--- config.mk ---
export PLATFORM = sky130hd
export DESIGN_NAME = serial_adder
export DESIGN_NICKNAME = d
export VERILOG_FILES = /design/src/rtl/serial_adder.sv
export SDC_FILE = /design/constraint.sdc
export NUM_CORES = 1
export LEC_CHECK = 0
export BUFFER_PORTS_ARGS = -buffer_cell sky130_fd_sc_hd__buf_2
export CAP_MARGIN = 10
export CORE_MARGIN = 2
export CORE_UTILIZATION = 49
export DETAILED_ROUTE_END_ITERATION = 10
export GPL_ROUTABILITY_DRIVEN = 0
export PLACE_DENSITY = 0.71
export SYNTH_ARGS = -nofsm -noshare
export SYNTH_HDL_FRONTEND = slang
export SYNTH_SLANG_ARGS = --single-unit
--- constraint.sdc ---
create_clock -name clk -period 1.51 [get_ports clk]
set_input_delay 0.302 -clock clk [delete_from_list [all_inputs] [get_ports clk]]
set_output_delay 0.302 -clock clk [all_outputs]
set_load 0.05 [all_outputs]
--- src/rtl/serial_adder.sv ---
// rtl/serial_adder.sv - bit-serial N-bit adder, one full-adder slice plus a carry flop
module serial_adder #(
  parameter int WIDTH = 8,
  parameter int CW    = $clog2(WIDTH + 1)
) (
  input  logic             clk,
  input  logic             rst_n,
  input  logic             start,
  input  logic [WIDTH-1:0] a,
  input  logic [WIDTH-1:0] b,
  input  logic             cin,
  output logic             busy,
  output logic             done,
  output logic [WIDTH-1:0] sum,
  output logic             cout
);

  typedef enum logic [1:0] {
    S_IDLE = 2'd0,
    S_ADD  = 2'd1,
    S_DONE = 2'd2
  } state_t;

  // Counter value on the cycle the MSB pair is at the bottom of the shifters.
  localparam logic [CW-1:0] LAST_BIT = CW'(WIDTH - 1);

  state_t           state_q, state_d;
  logic [WIDTH-1:0] sa_q, sa_d;
  logic [WIDTH-1:0] sb_q, sb_d;
  logic [WIDTH-1:0] ss_q, ss_d;
  logic [WIDTH-1:0] sum_q, sum_d;
  logic             c_q, c_d;
  logic             cout_q, cout_d;
  logic [CW-1:0]    cnt_q, cnt_d;

  logic             fa_s;
  logic             fa_c;

  // Single full-adder slice fed by the operand LSBs and the carry flop.
  always_comb begin
    fa_s = sa_q[0] ^ sb_q[0] ^ c_q;
    fa_c = (sa_q[0] & sb_q[0]) | (sa_q[0] & c_q) | (sb_q[0] & c_q);
  end

  // Next-state and datapath update; everything holds unless the state says otherwise.
  always_comb begin
    state_d = state_q;
    sa_d    = sa_q;
    sb_d    = sb_q;
    ss_d    = ss_q;
    sum_d   = sum_q;
    c_d     = c_q;
    cout_d  = cout_q;
    cnt_d   = cnt_q;

    case (state_q)
      S_IDLE: begin
        if (start) begin
          sa_d    = a;
          sb_d    = b;
          c_d     = cin;
          ss_d    = '0;
          cnt_d   = '0;
          state_d = S_ADD;
        end
      end

      S_ADD: begin
        c_d   = fa_c;
        ss_d  = {fa_s, ss_q[WIDTH-1:1]};
        sa_d  = {1'b0, sa_q[WIDTH-1:1]};
        sb_d  = {1'b0, sb_q[WIDTH-1:1]};
        cnt_d = cnt_q + CW'(1);
        if (cnt_q == LAST_BIT) begin
          // Last bit: publish the fully shifted sum and the final carry together.
          sum_d   = {fa_s, ss_q[WIDTH-1:1]};
          cout_d  = fa_c;
          state_d = S_DONE;
        end
      end

      S_DONE: begin
        state_d = S_IDLE;
      end

      default: begin
        state_d = S_IDLE;
      end
    endcase
  end

  // State and datapath registers, cleared asynchronously so an abort leaves no stale result.
  always_ff @(posedge clk or negedge rst_n) begin
    if (!rst_n) begin
      state_q <= S_IDLE;
      sa_q    <= '0;
      sb_q    <= '0;
      ss_q    <= '0;
      sum_q   <= '0;
      c_q     <= 1'b0;
      cout_q  <= 1'b0;
      cnt_q   <= '0;
    end else begin
      state_q <= state_d;
      sa_q    <= sa_d;
      sb_q    <= sb_d;
      ss_q    <= ss_d;
      sum_q   <= sum_d;
      c_q     <= c_d;
      cout_q  <= cout_d;
      cnt_q   <= cnt_d;
    end
  end

  // Status is decoded purely from the registered state.
  always_comb begin
    busy = (state_q == S_ADD);
    done = (state_q == S_DONE);
    sum  = sum_q;
    cout = cout_q;
  end

endmodule

# After elaboration in Yosys (flattened, before gate mapping)
# Cells that the tools add are included.
# Widths: inputs -> output; s select.
[op_classes]
n_mux = 13
bitwise_logic = 7
eq_ne = 5
reduce_logical = 5
add_sub_neg = 1
[op_table]
columns = ["op", "count"]
rows = [
  ["$pmux 8 s2", 3],
  ["$mux 8", 3],
  ["$pmux 4 s2", 1],
  ["$reduce_and 2->1", 3],
  ["$add 4x1->4 const B", 1],
  ["$eq 4x3->1 const B", 1],
  ["$mux 2", 2],
  ["$mux 4", 1],
  ["$pmux 2 s2", 1],
  ["$and 1x1->1", 3],
  ["$eq 2x1->1 const B", 1],
  ["$eq 2x2->1 const B", 1],
  ["$logic_not 2->1", 1],
  ["$ne 2x1->1 const B", 1],
  ["$ne 2x2->1 const B", 1],
  ["$or 1x1->1", 2],
  ["$pmux 1 s2", 1],
  ["$reduce_bool 2->1", 1],
  ["$xor 1x1->1", 2],
  ["$mux 1", 1],
]
[word_totals]
output_inout_bits = 11
wordCells = 39
regBits = 40

# Depth between registers and ports, before layout
[logic_depth]
word_depth = 4
mapped_depth = 5

# Least setup slack after synthesis
# No wires, ideal clock.
[synth_path]
path_kind = "register -> register"
startpoint = "register state_q[1]"
endpoint = "register sa_q[0]"
path_slack_ps = -94
setup_time_ps = 83
arrival_ps = 1522
stages_incl_launch_ff = 6
t_required_ps = 1427
path_buffers = 1
path_cell_list = "dfrtp_1 > nand2b_4 > inv_1 > clkbuf_1 > a22oi_1 > o21ai_0"
[synth_between]
elab_chain_cells = 3
[synth_lines]
columns = ["item", "line_no", "text"]
rows = [
  ["start, declared", "27", "state_t state_q, state_d;"],
  ["start signal, assigned", "104", "state_q <= state_d;"],
  ["$eq 2x1->1 (*)", "--", ""],
  ["via busy", "12", "output logic busy,"],
  ["$reduce_bool 2->1 (no line)", "--", ""],
  ["$reduce_and 2->1 (no line)", "--", ""],
  ["end signal, assigned", "96", "sa_q <= '0;"],
  ["end signal, assigned", "105", "sa_q <= sa_d;"],
  ["end, declared", "28", "logic [WIDTH-1:0] sa_q, sa_d;"],
]
# Mark *: on every way through the listed nets, which the timed path passes. The rest lies on a longest branch.
# A chain may end at the register's enable or synchronous reset.

# Worst setup path after layout
[layout_path]
startpoint = "register state_q[1]"
endpoint = "output port done"
[layout_between]
elab_chain_cells = 1
[layout_lines]
columns = ["item", "line_no", "text"]
rows = [
  ["$eq 2x2->1", "118", "done = (state_q == S_DONE);"],
  ["end, declared", "13", "output logic done,"],
]
# No other way between the ends.

==> run summary <==
The average size of a mapped cell is 11.26 um2. The maximum clock rate came out at about 650 MHz. The count of H-tree levels built during CTS came out at 2. The arrival time reported for the critical path endpoint came out at 1.25 ns. For this block, the initial DRC count from the detailed router was approximately 130. The synthesized cell area came out at approximately 1700 um2. The count of state elements after synthesis came out at 39. Across the run, the number of max-cap violations was 0.

The peak supply drop is between 1 and 1.5 mV. The count of nets left with antenna violations after detail routing came out at 0. The aggregate global routing overflow came out at 0.

The min-delay analysis places its worst path in the category in2reg. In the final layout, the multi-input gates occupy roughly 740 um2. The checks that failed: setup timing. The critical path startpoint category is a flip-flop. For this run, the number of Yosys warnings is 0. The leakage power summed over all cells is 1.044 nW. The worst slew slack as a fraction of its limit came out at 65.45%.

The final total negative setup slack came out at -0.04142 ns. The flow ran to the end, but the final reports show violations. The total vias in the final route is approximately 1,400. The signal on the critical path passes through buf_8, and2b_2, buf_8. The total detailed-routing wirelength is 3850 um. The minimum setup slack in the final design is -0.03865 ns. For this run, the share of the core covered by cells in the final layout is roughly two thirds. The cell repeated most along the worst path is sky130_fd_sc_hd__buf_8. Measured along the x axis, the die boundary spans approximately 64 um. When the netlist entered floorplanning its net count stood at around 180. The critical path in this run is classified as reg2out. Clock skew on the completed layout was measured at roughly 0.011 ns. The part of the Yosys area used for sequential elements came out at 55.91%. The ratio of final minimum period to clock period came out at 102.6%. At the pin with the least slew margin, the transition time is approximately 0.52 ns. The number of fill cells is around 270.

The critical path's slowest cell is sky130_fd_sc_hd__dfrtp_1. The initial antenna violation count is 0. The clock tree root driver cell is sky130_fd_sc_hd__clkbuf_4.

The number of clock buffers inserted by TritonCTS came out at 5. The remaining design rule violation count came out at 0. The power per cell area is 2095 nW/um2. The final hold violation count came out at 0. The area of all sequential standard cells is slightly below 1000 um2.

31 I/O pins were placed. The placed instances occupy a cell area of 2013 um2. Setup repair after global routing could not meet its margin everywhere. The area of the die is 4056 um2. Among all flip-flop cells after synthesis, the most frequent one is sky130_fd_sc_hd__dfrtp_1. Counting I/O delays and the setup requirement, the final critical path takes roughly 1.5 ns. The count of port buffers added during placement came out at 30. The number of vias per cell after detailed routing came out at between 5 and 6. The number of distinct library cell variants in the gate-level netlist after synthesis came out at 22. Timing analysis after detailed placement gives a worst setup slack of 0.03252 ns. TritonCTS built the clock tree. The largest net degree at the start of global routing came out at 25. CTS saw 39 sinks. The area growth from synthesis to layout is 27.89%. STA classifies the critical path endpoint as a primary output. At the end of the flow, the number of nets in the layout was 225. The maximum count of clock buffers along a single path came out at 2.

In the synthesized netlist the async set-or-reset flop fraction comes to 100.0%. The number of inserted diodes came out at 0. The via count of the first global-routing pass came out at roughly 1,400. The number of placement rows came out at 21. The area of the core is about 3400 um2. The vertical die dimension came out at between 60 and 70 um. The global-route wire length before repair is 6479 um.

The critical path required time came out at 1.21 ns. The biggest fanout along the worst timing path is 3. The clock reaches the later pin of the worst-skew pair after 0.34 ns. The final setup violation count is 2. The final-report max-slew violation count is 0. The number of synthesized flops with an enable pin came out at 0. With fillers left out, the area of the finished cells amounts to ~2200 um2. The average detailed-routed wire length per instance is between 15 and 20 um. The clock input transition at the sequential cells of the worst setup and hold paths came out at between 0.1 and 0.15 ns. The ratio of cells with drive above 1 in the final layout is between 30 and 40%. Global routing used roughly a fifth of the available tracks.

The initial core utilization is 51.50%. The synthesized instance count is ~160. The iteration count of the initial detailed-routing pass is 4. Detailed placement ended at an HPWL of around 2500 um. The longest individual stage delay on the worst path came out at 0.43 ns.
cells in the mapped netlist, drive strengths merged (2+ instances only):
library cell,number,area (um2)
nand2,5,18.77
a22oi,15,112.6
o21ai,18,90.09
nor2,2,7.510
buf,5,25.03
clkbuf,5,18.77
mux2,10,112.6
dfrtp,39,975.9
a21oi,18,90.09
nand3,3,15.01
nor2b,18,112.6
a22o,9,78.83
stage by stage:
stage / hold slack [ns] / std cells / total power, mW
finish: 0.2389 / 249 / 4.677
global route: 0.2412 / 249 / 4.995
CTS: 0.2276 / 247 / 4.620
detailed placement: 0.3063 / 233 / 3.778
global placement: 0.3010 / 233 / 3.672
floorplan: 0.006409 / 155 / 3.185
registers in the layout, summed over array words and instances, names as in the netlist:
register	cells
sa_q	8
sb_q	8
sum	8
ss_q	7
cnt_q	4
state_q	2
c_q	1
cout	1
cells in the final DEF, fill, tap and decap left out, types with 4 or more instances in the layout:
cell / n
sky130_fd_sc_hd__a22o_1: 9
sky130_fd_sc_hd__mux2_2: 10
sky130_fd_sc_hd__nor2b_1: 17
sky130_fd_sc_hd__nand2_1: 4
sky130_fd_sc_hd__a22oi_1: 15
sky130_fd_sc_hd__a21oi_1: 18
sky130_fd_sc_hd__dfrtp_1: 39
sky130_fd_sc_hd__buf_2: 28
sky130_fd_sc_hd__buf_4: 15
sky130_fd_sc_hd__o21ai_0: 18
sky130_fd_sc_hd__clkbuf_4: 5
per-layer routing:
metal	GRT usage, %	routed length (um)
met2	30.39	1777
met1	29.96	1778
met4	7.880	51
met3	5.000	242
met5	0	0
cell families (layout without fill, tap and decap cells):
logic type      Yosys count  after routing  share of synthesized area, %
flops                    39             39                         55.91
compound gates           61             61                         21.72
mux                      10             10                         6.452
simple gates             32             32                         11.33
buf+inv                  11             59                         2.724
fa+ha+maj                 2              2                         1.864
final timing paths:
path	start	to	slack, ns	depth (start not counted)
worst max-delay path	state_q[1]	done	-0.04	3
worst min-delay path	b[3]	sb_q[3]	0.24	3
worst max register to register	cnt_q[1]	sum[2]	0.08	5
worst min register to register	ss_q[1]	ss_q[1]	0.51	1
max in group asynchronous	rst_n	sa_q[5]	0.50	3
min in group asynchronous	rst_n	ss_q[7]	0.46	2
power breakdown:
group / leakage [nW] / internal [mW] / total [mW] / switching (mW)
Sequential: 0.509 / 1.47 / 1.81 / 0.338
Combinational: 0.497 / 0.978 / 2.22 / 1.24
Clock: 0.0383 / 0.341 / 0.655 / 0.314
area by class of cell:
class | count | area share, %
well taps | 46 | 2.578
flip-flops and latches | 39 | 43.72
clock buffers | 6 | 1.850
clock inverters | 1 | 1.345
repair buffers | 51 | 16.98
multi-input cells | 105 | 33.35
inverters | 1 | 0.1682
worst max-delay path, delay by kind of cell, from the launching register on:
family | cells | cell delay [ns]
AND/OR/NAND/NOR | 1 | 0.20
flip-flops | 1 | 0.43
buffers and inverters | 2 | 0.28
repair_timing:
| action | CTS | global route |
|---|---|---|
| setup buffers | 5 | 2 |
| hold buffers | 1 | 0 |
| cloned | 1 | 0 |
| hold endpoints to repair | 22 | 0 |
| resized for setup | 10 | 5 |
| pin swaps | 0 | 0 |
| setup endpoints to repair | 2 | 25 |
Note: power is estimated with default switching activity, not from simulation.
